File: src/rtl/day05_ram_arbiter_if.sv
// Requester-side bus of the Day 5 range RAM arbiter.
// Carries both requester channels: request/command inputs (req, we, lock,
// addr, wdata) and the grant/read-return outputs (gnt, rvalid, rdata).
//   master : requester side (drives commands, receives grants and read data)
//   slave  : arbiter side
interface day05_ram_arbiter_if #(
  parameter int ADDR_BITS = 8,
  parameter int DATA_BITS = 128
) ();
  logic                 req0,   req1;
  logic                 we0,    we1;
  logic                 lock0,  lock1;
  logic [ADDR_BITS-1:0] addr0,  addr1;
  logic [DATA_BITS-1:0] wdata0, wdata1;
  logic                 gnt0,   gnt1;
  logic                 rvalid0, rvalid1;
  logic [DATA_BITS-1:0] rdata0, rdata1;

  modport master (
    output req0, req1, we0, we1, lock0, lock1, addr0, addr1, wdata0, wdata1,
    input  gnt0, gnt1, rvalid0, rvalid1, rdata0, rdata1
  );

  modport slave (
    input  req0, req1, we0, we1, lock0, lock1, addr0, addr1, wdata0, wdata1,
    output gnt0, gnt1, rvalid0, rvalid1, rdata0, rdata1
  );
endinterface

File: src/rtl/day05_ram_arbiter.sv
// Two-requester arbiter for the single-port range RAM (start in [127:64],
// end in [63:0]). Requester 0 is the range builder, requester 1 the ID
// lookup engine. Round-robin between requesters, with a lock that lets one
// requester run an uninterrupted multi-access sequence (e.g. a sort swap).
// Ports:
//   clk, rst   : clock, synchronous active-high reset
//   bus        : requester channels (slave modport); gnt is combinational
//   ram_en/ram_we/ram_addr/ram_wdata : registered RAM command
//   ram_rdata  : RAM read data, valid the cycle after a read command
//   lock_err   : one-cycle pulse when an idle lock owner is forcibly released
module day05_ram_arbiter #(
  parameter int ADDR_BITS    = 8,
  parameter int DATA_BITS    = 128,
  parameter int LOCK_TIMEOUT = 64
) (
  input  logic                 clk,
  input  logic                 rst,
  day05_ram_arbiter_if.slave   bus,
  output logic                 ram_en,
  output logic                 ram_we,
  output logic [ADDR_BITS-1:0] ram_addr,
  output logic [DATA_BITS-1:0] ram_wdata,
  input  logic [DATA_BITS-1:0] ram_rdata,
  output logic                 lock_err
);

  localparam int CNT_W = $clog2(LOCK_TIMEOUT + 1);
  // Idle count seen in the cycle that completes the timeout.
  localparam logic [CNT_W-1:0] LAST_IDLE = CNT_W'(LOCK_TIMEOUT - 1);

  typedef enum logic [1:0] {UNLOCKED, LOCKED0, LOCKED1} state_t;

  state_t               state_q, state_d;
  logic                 last_gnt_q, last_gnt_d;
  logic [CNT_W-1:0]     cnt_q, cnt_d;
  logic                 gnt0, gnt1;
  logic                 timeout_hit;
  logic                 own_req, own_lock;

  logic                 ram_en_q, ram_we_q;
  logic [ADDR_BITS-1:0] ram_addr_q;
  logic [DATA_BITS-1:0] ram_wdata_q;
  logic                 sel_we;
  logic [ADDR_BITS-1:0] sel_addr;
  logic [DATA_BITS-1:0] sel_wdata;

  logic                 vld_p0_q, vld_p1_q;
  logic                 own_p0_q, own_p1_q;
  logic                 vld_p0_d;

  assign own_req  = (state_q == LOCKED1) ? bus.req1  : bus.req0;
  assign own_lock = (state_q == LOCKED1) ? bus.lock1 : bus.lock0;

  always_comb begin
    gnt0        = 1'b0;
    gnt1        = 1'b0;
    state_d     = state_q;
    last_gnt_d  = last_gnt_q;
    cnt_d       = cnt_q;
    timeout_hit = 1'b0;
    if (!rst) begin
      case (state_q)
        UNLOCKED: begin
          cnt_d = '0;
          // On a tie, the requester that was not granted last wins.
          if (bus.req0 && (!bus.req1 || last_gnt_q)) gnt0 = 1'b1;
          else if (bus.req1)                         gnt1 = 1'b1;
          if (gnt0 && bus.lock0) state_d = LOCKED0;
          if (gnt1 && bus.lock1) state_d = LOCKED1;
        end
        LOCKED0, LOCKED1: begin
          gnt0 = (state_q == LOCKED0) && bus.req0;
          gnt1 = (state_q == LOCKED1) && bus.req1;
          if (own_req) begin
            // An owner request always beats the timeout in the same cycle.
            cnt_d = '0;
            if (!own_lock) state_d = UNLOCKED;
          end else if (cnt_q == LAST_IDLE) begin
            // This cycle is still arbitrated as locked; release takes effect next cycle.
            cnt_d       = '0;
            state_d     = UNLOCKED;
            timeout_hit = 1'b1;
          end else begin
            cnt_d = cnt_q + 1'b1;
          end
        end
        default: state_d = UNLOCKED;
      endcase
      if (gnt0) last_gnt_d = 1'b0;
      if (gnt1) last_gnt_d = 1'b1;
    end
  end

  assign sel_we    = gnt1 ? bus.we1    : bus.we0;
  assign sel_addr  = gnt1 ? bus.addr1  : bus.addr0;
  assign sel_wdata = gnt1 ? bus.wdata1 : bus.wdata0;
  assign vld_p0_d  = (gnt0 && !bus.we0) || (gnt1 && !bus.we1);

  always_ff @(posedge clk) begin
    if (rst) begin
      state_q     <= UNLOCKED;
      last_gnt_q  <= 1'b1;
      cnt_q       <= '0;
      ram_en_q    <= 1'b0;
      ram_we_q    <= 1'b0;
      ram_addr_q  <= '0;
      ram_wdata_q <= '0;
      vld_p0_q    <= 1'b0;
      vld_p1_q    <= 1'b0;
    end else begin
      state_q    <= state_d;
      last_gnt_q <= last_gnt_d;
      cnt_q      <= cnt_d;
      // Stage p0: command register, aligned with ram_en
      ram_en_q   <= gnt0 || gnt1;
      ram_we_q   <= (gnt0 || gnt1) && sel_we;
      if (gnt0 || gnt1) begin
        ram_addr_q  <= sel_addr;
        ram_wdata_q <= sel_wdata;
      end
      vld_p0_q   <= vld_p0_d;
      // Stage p1: aligned with ram_rdata
      vld_p1_q   <= vld_p0_q;
    end
  end

  // Owner tags only matter when qualified by the valid bits.
  always_ff @(posedge clk) begin
    own_p0_q <= gnt1;
    own_p1_q <= own_p0_q;
  end

  assign bus.gnt0    = gnt0;
  assign bus.gnt1    = gnt1;
  assign bus.rvalid0 = vld_p1_q && !own_p1_q;
  assign bus.rvalid1 = vld_p1_q &&  own_p1_q;
  assign bus.rdata0  = ram_rdata;
  assign bus.rdata1  = ram_rdata;

  assign ram_en    = ram_en_q;
  assign ram_we    = ram_we_q;
  assign ram_addr  = ram_addr_q;
  assign ram_wdata = ram_wdata_q;
  assign lock_err  = timeout_hit;

endmodule

File: src/flat_wrapper.sv
// flat-port wrapper written by rule: the top's interface ports become plain ports
module day05_ram_arbiter_flat 
#(
  parameter int ADDR_BITS    = 8,
  parameter int DATA_BITS    = 128,
  parameter int LOCK_TIMEOUT = 64
)
  (clk, rst, ram_en, ram_we, ram_addr, ram_wdata, ram_rdata, lock_err, bus_req0, bus_req1, bus_we0, bus_we1, bus_lock0, bus_lock1, bus_addr0, bus_addr1, bus_wdata0, bus_wdata1, bus_gnt0, bus_gnt1, bus_rvalid0, bus_rvalid1, bus_rdata0, bus_rdata1);
  day05_ram_arbiter_if #(.ADDR_BITS(ADDR_BITS), .DATA_BITS(DATA_BITS)) bus_i ();
  input  logic clk;
  input  logic rst;
  output logic ram_en;
  output logic ram_we;
  output logic [ADDR_BITS-1:0] ram_addr;
  output logic [DATA_BITS-1:0] ram_wdata;
  input  logic [DATA_BITS-1:0] ram_rdata;
  output logic lock_err;
  input wire logic [$bits(bus_i.req0)-1:0] bus_req0;
  input wire logic [$bits(bus_i.req1)-1:0] bus_req1;
  input wire logic [$bits(bus_i.we0)-1:0] bus_we0;
  input wire logic [$bits(bus_i.we1)-1:0] bus_we1;
  input wire logic [$bits(bus_i.lock0)-1:0] bus_lock0;
  input wire logic [$bits(bus_i.lock1)-1:0] bus_lock1;
  input wire logic [$bits(bus_i.addr0)-1:0] bus_addr0;
  input wire logic [$bits(bus_i.addr1)-1:0] bus_addr1;
  input wire logic [$bits(bus_i.wdata0)-1:0] bus_wdata0;
  input wire logic [$bits(bus_i.wdata1)-1:0] bus_wdata1;
  output wire logic [$bits(bus_i.gnt0)-1:0] bus_gnt0;
  output wire logic [$bits(bus_i.gnt1)-1:0] bus_gnt1;
  output wire logic [$bits(bus_i.rvalid0)-1:0] bus_rvalid0;
  output wire logic [$bits(bus_i.rvalid1)-1:0] bus_rvalid1;
  output wire logic [$bits(bus_i.rdata0)-1:0] bus_rdata0;
  output wire logic [$bits(bus_i.rdata1)-1:0] bus_rdata1;
  assign bus_i.req0 = bus_req0;
  assign bus_i.req1 = bus_req1;
  assign bus_i.we0 = bus_we0;
  assign bus_i.we1 = bus_we1;
  assign bus_i.lock0 = bus_lock0;
  assign bus_i.lock1 = bus_lock1;
  assign bus_i.addr0 = bus_addr0;
  assign bus_i.addr1 = bus_addr1;
  assign bus_i.wdata0 = bus_wdata0;
  assign bus_i.wdata1 = bus_wdata1;
  assign bus_gnt0 = bus_i.gnt0;
  assign bus_gnt1 = bus_i.gnt1;
  assign bus_rvalid0 = bus_i.rvalid0;
  assign bus_rvalid1 = bus_i.rvalid1;
  assign bus_rdata0 = bus_i.rdata0;
  assign bus_rdata1 = bus_i.rdata1;
  day05_ram_arbiter #(.ADDR_BITS(ADDR_BITS), .DATA_BITS(DATA_BITS), .LOCK_TIMEOUT(LOCK_TIMEOUT)) u_core (.clk(clk), .rst(rst), .bus(bus_i), .ram_en(ram_en), .ram_we(ram_we), .ram_addr(ram_addr), .ram_wdata(ram_wdata), .ram_rdata(ram_rdata), .lock_err(lock_err));
endmodule
File: config.mk
export PLATFORM = sky130hd
export DESIGN_NAME = day05_ram_arbiter_flat
export DESIGN_NICKNAME = d
export VERILOG_FILES = /design/src/rtl/day05_ram_arbiter_if.sv /design/src/rtl/day05_ram_arbiter.sv /design/src/flat_wrapper.sv
export SDC_FILE = /design/constraint.sdc
export NUM_CORES = 1
export LEC_CHECK = 0
export CAP_MARGIN = 10
export CORE_AREA = 5 5 311 313
export CTS_CLUSTER_DIAMETER = 100
export DETAILED_ROUTE_END_ITERATION = 8
export DIE_AREA = 0 0 316 318
export GPL_TIMING_DRIVEN = 0
export PLACE_DENSITY = 0.38
export SYNTH_ARGS = -nofsm -noshare
export SYNTH_HDL_FRONTEND = slang
export SYNTH_SLANG_ARGS = --single-unit
File: constraint.sdc
create_clock -name clk -period 2.29 [get_ports clk]
set_input_delay 0.687 -clock clk [delete_from_list [all_inputs] [get_ports clk]]
set_output_delay 0.687 -clock clk [all_outputs]
set_load 0.1 [all_outputs]
==> summary.md <==
| Metric | Value |
|---|---|
| Seq/Total Area, Yosys | about a third |
| Worst-path fanout max | 3 |
| Synth Cell Area | ~0.0091 mm² |
| Synth Instances | between 1000 and 1500 |
| First-pass GRT wire length | about 84000 µm |
| Max-slew headroom | 34.9% |
| FP Rows | between 100 and 150 |
| Reg-to-Reg Start | u_core.state_q[1] |
| Crit end category | primary output |
| Worst hold path depth | 0 |
| Placed cell count | about 3100 |
| Mean post-synth cell area | about 8 µm² |
| Via count | approximately 11000 |
| Worst Tran Pin Value | a little under 1 ns |
| Final Hold Vio Count | 0 |
| VDD IR max | between 0.5 and 0.6 mV |
| Largest net degree at the start of global routing | 17 |
| Initial Utilization | roughly a tenth |
| Yosys warns | 0 |
| Final TNS setup | -0.984 ns |
| CTS Sinks | approximately 150 |
| Via density | about 3.6 |
| Synth unique cells | 43 |
| DR WL/cell | 19.2 µm |
| Multi-input logic area | 0.00365 mm² |
| DRC | 0 |
| PD cells | between 1000 and 1500 mW/mm² |
| Final setup violating endpoints | 7 |
| #FFs+latches synth | around 150 |
| WL final | approximately 60000 µm |
| CP required | around 1.6 ns |
| Startpoint types | flop |
| Placer Congestion | 0.813 |
| Worst r2r dst | u_core.ram_wdata[118] |
| Max cap viols | 0 |
| Synth-to-Final Area Change | 104% |
| Pleak | a little under 7 nW |
| Period utilization | 114% |
| Die X | ~320 µm |
| Total grt overflow | 0 |
| Root Buffer | clkbuf_16 |
| Post-route ant nets | 0 |
| Hold_sp | u_core.own_p0_q |
| CP Class | reg -> out |
| Fmax | ~380 MHz |
| Post-place setup slack | -1.70 ns |
| CTS tree | done |
| CTS buffer count | 17 |
| Setup Skew | 0.0159 ns |
| Worst-Skew Late Latency | around 0.5 ns |
| Slew Limit Fails | 0 |
| DP HPWL | between 40000 and 50000 µm |
| Reg area | 0.00305 mm² |
| Core Footprint | between 0.09 and 0.1 mm² |
| Worst Hold Margin | approximately 0.33 ns |
| Hold Crit Class | reg -> reg |
| Reg2Reg Setup Slack | ~0.020 ns |
| Port bufs | about 680 |
| Async set or reset register ratio after synthesis | 0% |
| Fillers | ~10000 |
| TritonRoute pass-1 iters | 7 |
| Fraction of layout cells with a size suffix above 1 | 30.2% |
| Syn Nets | ~1500 |
| Die footprint | about 0.1 mm² |
| Nets@finish | approximately 2200 |
| H-tree depth | 4 |
| DRC violation total after the first TritonRoute iteration | around 540 |
| Post-Layout Cell Count | around 3100 |
| Vias in the first global route | approximately 12000 |
| Reg2reg path depth | 9 |
| # IOs | between 800 and 900 |
| Initial antenna violation count | 7 |
| Total track usage | approximately 11% |
| EDFF count, synth | 0 |
| Top FF cell, synth | dfxtp_1 |
| Outcome | finished with violations |
| CP Data Arrival Time | 1.92 ns |
| Clock Tree Buf Depth | 2 |
| Clk slew on worst S/H paths | ~0.08 ns |
| Final worst slack | -0.319 ns |
| RSZ-0062 raised after global routing | true |
| Utilization after layout | between 10% and 20% |
| Minimum clock period | approximately 2.6 ns |
| Failing checks | setup timing |
| Die Ht | ~320 µm |
| WHS Endpoint | u_core.own_p1_q |
layer usage:
layer  vias up  part of all wire [%]  global-route usage (%)
met4         0                   2.7                    4.34
met5         -                     0                       0
met3        64                   9.2                    3.86
li1       5216                     -                       -
met1      5342                    39                    12.8
met2       614                    49                    19.5
synth_stat cells (all sizes together), types with 2 or more instances:
cell type	n	area [µm²]
nand3	139	696
nor2b	3	18.8
and2	3	18.8
inv	5	18.8
nand2	9	36.3
and3	2	12.5
clkbuf	52	206
xor2	2	17.5
a311o	2	20.0
ha	5	62.6
o21ai	142	714
buf	311	2260
nor2	146	551
dfxtp	152	3040
a311oi	136	1190
xnor2	3	26.3
per-stage QoR:
stage | instance area [µm²] | power (mW)
floorplan | 9130 | 13.5
global placement | 17500 | 17.9
detailed placement | 17500 | 17.9
CTS | 18400 | 21.0
global route | 18500 | 21.7
finish | 18500 | 20.7
worst max-delay path: stages (launching register included):
cell and delay (ns):
dfxtp_2 0.37, ha_4 0.14, nand3_2 0.09, or2_4 0.26
nor4_4 0.30, buf_6 0.27
cell type report:
type / count / area share (%)
Timing Repair Buffer: 684 / 37.8
Antenna cell: 6 / 0.0812
Sequential cell: 152 / 16.5
Clock buffer: 19 / 2.45
Buffer: 363 / 13.8
Tap cell: 1265 / 8.56
Multi-Input combinational cell: 611 / 19.7
Inverter: 5 / 0.135
Clock inverter: 13 / 0.887
report_power, final:
group          switching, mW  internal [mW]
clock network           1.46           1.70
registers              0.424           3.37
logic                   10.6           3.19
total                   12.5           8.25
state kept, by name (all words and copies together), names as in the netlist, 2 cells and up:
signal            cells
u_core.cnt_q          7
u_core.ram_wdata    128
u_core.ram_addr       8
u_core.state_q        2
repair_timing:
item                                    in CTS  in global routing
gates resized for setup                    990                 45
endpoints found under the hold margin        0                  0
hold buffers                                 0                  0
setup buffers                                6                  1
pin swaps                                    5                  2
endpoints found under the setup margin     533                128
cells by family after synthesis:
group	count (synthesis)	synth area share (%)
compound gates	290	22.2
xor+xnor	5	0.484
fa+ha+maj	5	0.691
buf+inv	368	27.4
flops	152	33.6
mux	2	0.235
simple gates	309	15.3
how the worst max path moves through the flow:
stage	slack (ns)	depth (start not counted)	endpoint	start
2_1_floorplan	-0.42	3	lock_err	bus_req0
3_3_place_gp	-1.66	5	bus_gnt1	bus_req0
3_5_place_dp	-1.70	5	bus_gnt1	bus_req0
4_1_cts	-0.41	6	lock_err	u_core.state_q[0]
5_1_grt	-0.45	6	lock_err	u_core.state_q[0]
6_report	-0.32	5	lock_err	u_core.cnt_q[1]
cell usage in the layout (no fill, tap or decap), types with 11 or more instances in the layout:
| cell type | n |
|---|---|
| buf_6 | 11 |
| nor2_1 | 144 |
| buf_2 | 35 |
| o21ai_0 | 112 |
| clkdlybuf4s50_1 | 276 |
| clkdlybuf4s15_1 | 245 |
| buf_4 | 270 |
| a311oi_1 | 136 |
| clkbuf_2 | 29 |
| o21ai_1 | 29 |
| clkbuf_1 | 26 |
| dfxtp_1 | 148 |
| clkdlybuf4s15_2 | 143 |
| clkbuf_16 | 17 |
| nand3_1 | 138 |
(Power assumes the default switching activity.)
